<file path="src/rtl/mem_port_arbiter_pkg.sv">
// Shared definitions for the IF/MEM memory port arbiter.
// Holds the FSM state encoding, the stall vector bit indices and the
// common Enable/Disable/ZeroWord constants used across the arbiter files.
package mem_port_arbiter_pkg;

  typedef enum logic [1:0] {
    StIdle    = 2'd0,
    StIfBusy  = 2'd1,
    StMemBusy = 2'd2
  } arb_state_e;

  // Pipeline register each stall bit freezes
  localparam int unsigned STALL_PC    = 0;
  localparam int unsigned STALL_IFID  = 1;
  localparam int unsigned STALL_IDEX  = 2;
  localparam int unsigned STALL_EXMEM = 3;
  localparam int unsigned STALL_MEMWB = 4;

  localparam logic        Enable   = 1'b1;
  localparam logic        Disable  = 1'b0;
  localparam logic [31:0] ZeroWord = 32'h0000_0000;

endpackage

</file>
<file path="src/rtl/mem_port_arbiter_if.sv">
// Single-port memory bus between the arbiter (master) and the memory (slave).
//   bus_req   master->slave  transaction active
//   bus_we    master->slave  write enable
//   bus_addr  master->slave  address
//   bus_wdata master->slave  write data
//   bus_ack   slave->master  one-cycle completion
//   bus_rdata slave->master  read data, valid with bus_ack
interface mem_port_arbiter_if #(
  parameter int unsigned ADDR_W = 32,
  parameter int unsigned DATA_W = 32
) ();

  logic              bus_req;
  logic              bus_we;
  logic [ADDR_W-1:0] bus_addr;
  logic [DATA_W-1:0] bus_wdata;
  logic              bus_ack;
  logic [DATA_W-1:0] bus_rdata;

  modport master (
    output bus_req, bus_we, bus_addr, bus_wdata,
    input  bus_ack, bus_rdata
  );

  modport slave (
    input  bus_req, bus_we, bus_addr, bus_wdata,
    output bus_ack, bus_rdata
  );

endinterface

</file>
<file path="src/rtl/mem_arb_wdt.sv">
// Busy-state watchdog for the memory port arbiter (used only when
// MEM_ARB_TIMEOUT_EN is defined).
//   dclk, rst  clock and asynchronous active-high reset
//   start      arbiter enters a busy state at the next edge; clears the count
//   busy       arbiter is currently in a busy state
//   expire     this is the TIMEOUT_CYCLES-th busy cycle
module mem_arb_wdt #(
  parameter int unsigned TIMEOUT_CYCLES = 255
) (
  input  logic dclk,
  input  logic rst,
  input  logic start,
  input  logic busy,
  output logic expire
);

  // Count starts at 0 in the first busy cycle, so cycle N holds N-1
  localparam logic [9:0] Limit = 10'(TIMEOUT_CYCLES - 1);

  logic [9:0] cnt_q, cnt_d;

  always_comb begin
    cnt_d = cnt_q;
    if (start) begin
      cnt_d = '0;
    end else if (busy) begin
      cnt_d = cnt_q + 10'd1;
    end
  end

  always_ff @(posedge dclk or posedge rst) begin
    if (rst) begin
      cnt_q <= '0;
    end else begin
      cnt_q <= cnt_d;
    end
  end

  assign expire = busy && (cnt_q == Limit);

endmodule

</file>
<file path="src/rtl/mem_port_arbiter.sv">
// Arbitrates one single-port memory bus between instruction fetch (IF) and
// load/store (MEM), MEM having fixed priority. Transactions are
// non-preemptive; each completes with a one-cycle done pulse and, for reads,
// registered read data. Drives the pipeline stall vector.
// Optional feature: define MEM_ARB_TIMEOUT_EN to add a busy-state watchdog
// that aborts a transaction after TIMEOUT_CYCLES cycles and pulses err.
//   dclk, rst                         clock, asynchronous active-high reset
//   if_req/if_addr                    IF fetch request (held until if_done)
//   if_rdata/if_done                  IF read data and completion pulse
//   mem_req/mem_we/mem_addr/mem_wdata MEM request (held until mem_done)
//   mem_rdata/mem_done                MEM load data and completion pulse
//   bus                               memory bus (master modport)
//   stall                             {MEM/WB, EX/MEM, ID/EX, IF/ID, PC}
//   err                               one-cycle timeout pulse
module mem_port_arbiter
  import mem_port_arbiter_pkg::*;
#(
  parameter int unsigned ADDR_W         = 32,
  parameter int unsigned DATA_W         = 32,
  parameter int unsigned TIMEOUT_CYCLES = 255
) (
  input  logic                 dclk,
  input  logic                 rst,
  input  logic                 if_req,
  input  logic [ADDR_W-1:0]    if_addr,
  output logic [DATA_W-1:0]    if_rdata,
  output logic                 if_done,
  input  logic                 mem_req,
  input  logic                 mem_we,
  input  logic [ADDR_W-1:0]    mem_addr,
  input  logic [DATA_W-1:0]    mem_wdata,
  output logic [DATA_W-1:0]    mem_rdata,
  output logic                 mem_done,
  mem_port_arbiter_if.master   bus,
  output logic [4:0]           stall,
  output logic                 err
);

  arb_state_e        state_q, state_d;
  logic              bus_req_q, bus_req_d;
  logic              bus_we_q, bus_we_d;
  logic [ADDR_W-1:0] bus_addr_q, bus_addr_d;
  logic [DATA_W-1:0] bus_wdata_q, bus_wdata_d;
  logic [DATA_W-1:0] if_rdata_q, if_rdata_d;
  logic [DATA_W-1:0] mem_rdata_q, mem_rdata_d;
  logic              if_done_q, if_done_d;
  logic              mem_done_q, mem_done_d;
  logic              busy;
  logic              timeout;

  assign busy = (state_q != StIdle);

`ifdef MEM_ARB_TIMEOUT_EN
  logic wdt_start;
  logic err_q;

  assign wdt_start = (state_q == StIdle) && (state_d != StIdle);

  mem_arb_wdt #(
    .TIMEOUT_CYCLES(TIMEOUT_CYCLES)
  ) u_wdt (
    .dclk  (dclk),
    .rst   (rst),
    .start (wdt_start),
    .busy  (busy),
    .expire(timeout)
  );

  // A coincident bus_ack completes the transaction normally
  always_ff @(posedge dclk or posedge rst) begin
    if (rst) begin
      err_q <= Disable;
    end else begin
      err_q <= timeout && !bus.bus_ack;
    end
  end

  assign err = err_q;
`else
  logic unused_timeout_cfg;
  assign unused_timeout_cfg = ^TIMEOUT_CYCLES;
  assign timeout = Disable;
  assign err     = Disable;
`endif

  always_comb begin
    state_d     = state_q;
    bus_req_d   = bus_req_q;
    bus_we_d    = bus_we_q;
    bus_addr_d  = bus_addr_q;
    bus_wdata_d = bus_wdata_q;
    if_rdata_d  = if_rdata_q;
    mem_rdata_d = mem_rdata_q;
    if_done_d   = Disable;
    mem_done_d  = Disable;
    case (state_q)
      StIdle: begin
        // A requester is not re-accepted while its own done pulse is high
        if (mem_req && !mem_done_q) begin
          state_d     = StMemBusy;
          bus_req_d   = Enable;
          bus_we_d    = mem_we;
          bus_addr_d  = mem_addr;
          bus_wdata_d = mem_wdata;
        end else if (if_req && !if_done_q) begin
          state_d    = StIfBusy;
          bus_req_d  = Enable;
          bus_we_d   = Disable;
          bus_addr_d = if_addr;
        end
      end
      StIfBusy, StMemBusy: begin
        if (bus.bus_ack || timeout) begin
          state_d   = StIdle;
          bus_req_d = Disable;
          bus_we_d  = Disable;
          if (state_q == StIfBusy) begin
            if_done_d  = Enable;
            if_rdata_d = bus.bus_ack ? bus.bus_rdata : '0;
          end else begin
            mem_done_d = Enable;
            if (!bus_we_q) begin
              mem_rdata_d = bus.bus_ack ? bus.bus_rdata : '0;
            end
          end
        end
      end
      default: state_d = StIdle;
    endcase
  end

  always_ff @(posedge dclk or posedge rst) begin
    if (rst) begin
      state_q     <= StIdle;
      bus_req_q   <= Disable;
      bus_we_q    <= Disable;
      bus_addr_q  <= '0;
      bus_wdata_q <= '0;
      if_rdata_q  <= '0;
      mem_rdata_q <= '0;
      if_done_q   <= Disable;
      mem_done_q  <= Disable;
    end else begin
      state_q     <= state_d;
      bus_req_q   <= bus_req_d;
      bus_we_q    <= bus_we_d;
      bus_addr_q  <= bus_addr_d;
      bus_wdata_q <= bus_wdata_d;
      if_rdata_q  <= if_rdata_d;
      mem_rdata_q <= mem_rdata_d;
      if_done_q   <= if_done_d;
      mem_done_q  <= mem_done_d;
    end
  end

  // MEM/WB is never stalled; it takes a bubble instead
  always_comb begin
    stall = '0;
    if (!rst) begin
      if (mem_req && !mem_done_q) begin
        stall[STALL_EXMEM:STALL_PC] = 4'b1111;
      end else if (if_req && !if_done_q) begin
        stall[STALL_PC] = Enable;
      end
    end
  end

  assign bus.bus_req   = bus_req_q;
  assign bus.bus_we    = bus_we_q;
  assign bus.bus_addr  = bus_addr_q;
  assign bus.bus_wdata = bus_wdata_q;
  assign if_rdata      = if_rdata_q;
  assign mem_rdata     = mem_rdata_q;
  assign if_done       = if_done_q;
  assign mem_done      = mem_done_q;

endmodule

</file>
<file path="src/flat_wrapper.sv">
// flat-port wrapper written by rule: the top's interface ports become plain ports
module mem_port_arbiter_flat import mem_port_arbiter_pkg::*;
#(
  parameter int unsigned ADDR_W         = 32,
  parameter int unsigned DATA_W         = 32,
  parameter int unsigned TIMEOUT_CYCLES = 255
)
  (dclk, rst, if_req, if_addr, if_rdata, if_done, mem_req, mem_we, mem_addr, mem_wdata, mem_rdata, mem_done, stall, err, bus_bus_req, bus_bus_we, bus_bus_addr, bus_bus_wdata, bus_bus_ack, bus_bus_rdata);
  mem_port_arbiter_if #(.ADDR_W(ADDR_W), .DATA_W(DATA_W)) bus_i ();
  input  logic dclk;
  input  logic rst;
  input  logic if_req;
  input  logic [ADDR_W-1:0] if_addr;
  output logic [DATA_W-1:0] if_rdata;
  output logic if_done;
  input  logic mem_req;
  input  logic mem_we;
  input  logic [ADDR_W-1:0] mem_addr;
  input  logic [DATA_W-1:0] mem_wdata;
  output logic [DATA_W-1:0] mem_rdata;
  output logic mem_done;
  output logic [4:0] stall;
  output logic err;
  output wire logic [$bits(bus_i.bus_req)-1:0] bus_bus_req;
  output wire logic [$bits(bus_i.bus_we)-1:0] bus_bus_we;
  output wire logic [$bits(bus_i.bus_addr)-1:0] bus_bus_addr;
  output wire logic [$bits(bus_i.bus_wdata)-1:0] bus_bus_wdata;
  input wire logic [$bits(bus_i.bus_ack)-1:0] bus_bus_ack;
  input wire logic [$bits(bus_i.bus_rdata)-1:0] bus_bus_rdata;
  assign bus_bus_req = bus_i.bus_req;
  assign bus_bus_we = bus_i.bus_we;
  assign bus_bus_addr = bus_i.bus_addr;
  assign bus_bus_wdata = bus_i.bus_wdata;
  assign bus_i.bus_ack = bus_bus_ack;
  assign bus_i.bus_rdata = bus_bus_rdata;
  mem_port_arbiter #(.ADDR_W(ADDR_W), .DATA_W(DATA_W), .TIMEOUT_CYCLES(TIMEOUT_CYCLES)) u_core (.dclk(dclk), .rst(rst), .if_req(if_req), .if_addr(if_addr), .if_rdata(if_rdata), .if_done(if_done), .mem_req(mem_req), .mem_we(mem_we), .mem_addr(mem_addr), .mem_wdata(mem_wdata), .mem_rdata(mem_rdata), .mem_done(mem_done), .bus(bus_i), .stall(stall), .err(err));
endmodule
</file>
<file path="config.mk">
export PLATFORM = sky130hd
export DESIGN_NAME = mem_port_arbiter_flat
export DESIGN_NICKNAME = d
export VERILOG_FILES = /design/src/rtl/mem_port_arbiter_pkg.sv /design/src/rtl/mem_port_arbiter_if.sv /design/src/rtl/mem_arb_wdt.sv /design/src/rtl/mem_port_arbiter.sv /design/src/flat_wrapper.sv
export SDC_FILE = /design/constraint.sdc
export NUM_CORES = 1
export LEC_CHECK = 0
export CORE_MARGIN = 8
export CORE_UTILIZATION = 43
export CTS_CLUSTER_DIAMETER = 50
export CTS_CLUSTER_SIZE = 16
export DETAILED_ROUTE_END_ITERATION = 16
export GPL_TIMING_DRIVEN = 1
export PLACE_DENSITY = 0.84
export SYNTH_ARGS = -nofsm -noshare
export SYNTH_HDL_FRONTEND = slang
export SYNTH_SLANG_ARGS = --single-unit
</file>
<file path="constraint.sdc">
create_clock -name dclk -period 9 [get_ports dclk]
set_input_delay 1.8 -clock dclk [delete_from_list [all_inputs] [get_ports dclk]]
set_output_delay 1.8 -clock dclk [all_outputs]
set_load 0.03 [all_outputs]
</file>
### Yosys cells after proc, flatten, opt, wreduce, memory -nomap -nowiden

Index checks and enable logic that the tools add are counted.

* input port bits: 134
* output and inout port bits: 138
* word-level logic and storage cells: 52
* bits in registers: 134

* equality and inequality tests: 4
* bitwise logic cells: 2
* mux-type cells: 23
* reductions and logical operators: 14

Operators by type and width (number)
* $mux 32: 2
* $mux 1: 13
* $mux 2: 3
* $reduce_and 2->1: 3
* $reduce_and 3->1: 2
* $mux 4: 1
* $pmux 1 s2: 2
* $pmux 2 s2: 1
* $reduce_and 4->1: 1
* $reduce_bool 2->1: 2
* $mux 3: 1
* $ne 3x1->1 const B: 1
* $eq 2x1->1 const B: 1
* $eq 2x2->1 const B: 1
* $logic_and 1x1->1: 2
* $logic_not 1->1: 2
* $logic_not 2->1: 1
* $ne 2x2->1 const B: 1
* $not 1->1: 2
* $reduce_or 2->1: 1

### Longest topological paths before layout

* depth after elaboration: 5
* mapped depth: 6
* depth with buffers taken out: 5

### Worst setup path before layout

No wires, ideal clock.

* path kind: input -> output
* from: input mem_req
* to: output stall[2]
* arrival time: 2.727 ns
* path slack: 4.473 ns
* stages: 4
* buffers on the path: 2
* required time: 7.200 ns
* cell sequence: nand2b_1 buf_2 nor2_1 buf_4

* word-level cells in the longest chain between the ends: 3

RTL lines
* start: declaration: line flat_wrapper.sv:16 `input logic mem_req;`
* $logic_and 1x1->1: line mem_port_arbiter.sv:160 `if (mem_req && !mem_done_q) begin`
* $mux 3: line mem_port_arbiter.sv:160
* $mux 4: line mem_port_arbiter.sv:159 `if (!rst) begin`
* end: declaration: line flat_wrapper.sv:22 `output logic [4:0] stall;`

No other way between the ends.

### Worst setup path in the final report

* from: input mem_req
* to: output stall[3]

The elaborated chain is that of the path after synthesis.

==> run metrics <==
outcome=complete, no violations; max-capacitance violation count=0; Critical Path Sink Type=primary output; final setup fails=0; final hold violations=0; total global-route track usage=0.197; worst-skew pair later-pin latency=between 0.4 and 0.5 ns; worst slack, placed=3.76 ns; Routed Antenna Nets=0; first-pass detailed-route iteration total=4; CTS Sinks=around 130; first-pass GRT wire length=roughly 25 mm; # IOs=~270; Longest Clk Path Bufs=2; num rows=42; RSZ-0062 raised after global routing=false; Diodes inserted=0; Mapped Area=about 5600 µm²; Max Fanout on Critical Path=8; worst-margin pin slew=approximately 1.1 ns; period utilisation layout=0.583; Setup Fix Bufs, Post-CTS=0; WL final=roughly 17 mm; final worst-path setup slack=~3.8 ns; Die H=131 µm; die footprint=about 17,000 µm²; number of remaining DRC errors=0; total power=3.80 mW; synthesis warning total=0; Critical Path Source Type=input pin; commonest non-fill, non-tap cell in the layout=clkdlybuf4s50_1; Die X=131 µm; CTS Hold Buffers Added=0; RD Place Congestion=0.830; number of port buffers=roughly 270; Pleak=between 3 and 4 nW; syn_area_per_cell=approximately 16 µm²; Yosys reg bits=134; Area Growth Syn to Fin=60.3%; final hold slack=~0.49 ns; maximum VDD drop=about 210 µV; Seq/Total Area, Yosys=0.594; Resized cells post-CTS=0; H-tree depth=4; Worst Hold Class=reg -> reg; Crit path arrival time=~3.5 ns; fin nets=756; clk slew on worst S/H paths=around 0.050 ns; drt via density=4.92; layout cells sized above 1=0.309; GRT overflow=0; Mapped Cells=348; maximum clock rate=between 0.15 and 0.2 GHz; drt initial violations=152; vias in the first global route=between 4,000 and 5,000; dpl hpwl=12.9 mm; commonest cells after routing, fill and taps aside=clkdlybuf4s50_1, dfrtp_1, mux2_2, mux2_4, clkbuf_16; CTS Buf Count=17; critical path required time=around 7.2 ns; Synth cell types=28; largest net degree at the start of global routing=80; Core ar.=13,000 µm²; relative slew slack=0.264; Setup Crit Path Kind=in -> out; routed vias=3,973; skew final=roughly 0.010 ns; routed length per instance=around 21 µm; Pwr Density=~420 nW/µm²; CTS root buffer=clkbuf_16; Final min period=about 5.2 ns; Sum Neg Setup Slack=0 ns; CTS tree=done; Starting Density=0.433; fillcell total=between 900 and 1,000; number of max-slew violations in the final report=0; initial antenna violation count=0
-- per-stage QoR --
| stage | utilization | cells | area (µm²) |
|---|---|---|---|
| after floorplan | - | 349 | 5650 |
| final | 0.695 | 807 | 9050 |
| after CTS | 0.695 | 807 | 9050 |
| after global routing | 0.695 | 807 | 9050 |
| after detailed placement | 0.647 | 776 | 8440 |
| after global placement | 0.647 | 776 | 8440 |
-- routing by layer --
| metal | track usage | routed length, µm | up-vias |
|---|---|---|---|
| met2 | 0.349 | 8850 | 171 |
| met1 | 0.202 | 6010 | 2006 |
| met5 | 0 | 0 | - |
| met3 | 0.0844 | 1750 | 17 |
| met4 | 0.0729 | 231 | 0 |
| li1 | - | - | 1779 |
-- critical path: stages --
cell and delay [ns]:
clkdlybuf4s50_1 0.47, nand2b_1 0.20, nor2_1 0.25, clkdlybuf4s50_1 0.72
-- sequential cells by signal, indices dropped and copies added, names as in the netlist --
| register | count |
|---|---|
| u_core.bus.bus_addr | 32 |
| u_core.bus.bus_wdata | 32 |
| u_core.if_rdata | 32 |
| u_core.mem_rdata | 32 |
| u_core.state_q | 2 |
| u_core.bus.bus_req | 1 |
| u_core.bus.bus_we | 1 |
| u_core.if_done | 1 |
| u_core.mem_done | 1 |
-- final cells by class --
type	count	area, µm²	area share
timing repair buffer	272	2720	0.300
clock buffer	23	498	0.0550
sequential	134	3350	0.370
clock inverter	8	120	0.0133
inverter	5	21.3	0.00235
multi-input combinational	189	2130	0.235
tap	176	220	0.0243
-- cells by family after synthesis --
kind of cell / synth area share
AOI/OAI and AO/OA: 0.0120
buffers and inverters: 0.0328
other: 0.000664
adders and majority gates: 0.00665
muxes: 0.339
DFF: 0.594
and+or+nand+nor: 0.0151
-- power breakdown --
| part | switching, mW | leakage [nW] | internal (mW) |
|---|---|---|---|
| logic | 1.05 | 1.97 | 0.958 |
| clock network | 0.244 | 0.301 | 0.469 |
| registers | 0.163 | 1.59 | 0.910 |
-- synth_stat cells --
cell | count | share of area
nor3_2 | 1 | 0.0018
inv_1 | 5 | 0.0033
nand3_1 | 1 | 0.00089
nand2_2 | 1 | 0.0011
buf_4 | 7 | 0.0093
conb_1 | 1 | 0.00066
a31oi_1 | 1 | 0.0011
dfrtp_1 | 134 | 0.59
nor2_1 | 2 | 0.0013
o311ai_0 | 1 | 0.0016
a21bo_2 | 1 | 0.0018
a211o_1 | 1 | 0.0016
ha_1 | 3 | 0.0066
buf_6 | 7 | 0.014
o22ai_1 | 1 | 0.0011
nand2b_1 | 2 | 0.0022
a21oi_1 | 2 | 0.0018
o21ai_0 | 2 | 0.0018
nor4b_1 | 1 | 0.0016
buf_2 | 7 | 0.0062
mux2_2 | 126 | 0.25
nand2_1 | 1 | 0.00066
mux2_1 | 4 | 0.0080
o21a_1 | 1 | 0.0013
mux2_4 | 30 | 0.080
nand4_1 | 1 | 0.0011
and3_1 | 1 | 0.0011
nor2b_1 | 3 | 0.0033
-- final timing paths --
| check | start | slack (ns) | cells past startpoint | endpoint |
|---|---|---|---|---|
| worst max register to register | u_core.state_q[0] | 6.77 | 4 | u_core.if_rdata[0] |
| worst min register to register | u_core.mem_rdata[10] | 0.49 | 1 | u_core.mem_rdata[10] |
| max in group asynchronous | rst | 5.68 | 3 | u_core.bus.bus_wdata[10] |
| worst min-delay path | u_core.mem_rdata[10] | 0.49 | 1 | u_core.mem_rdata[10] |
| worst max-delay path | mem_req | 3.75 | 4 | stall[3] |
| min in group asynchronous | rst | 2.01 | 2 | u_core.bus.bus_wdata[22] |
(Power assumes the default switching activity.)
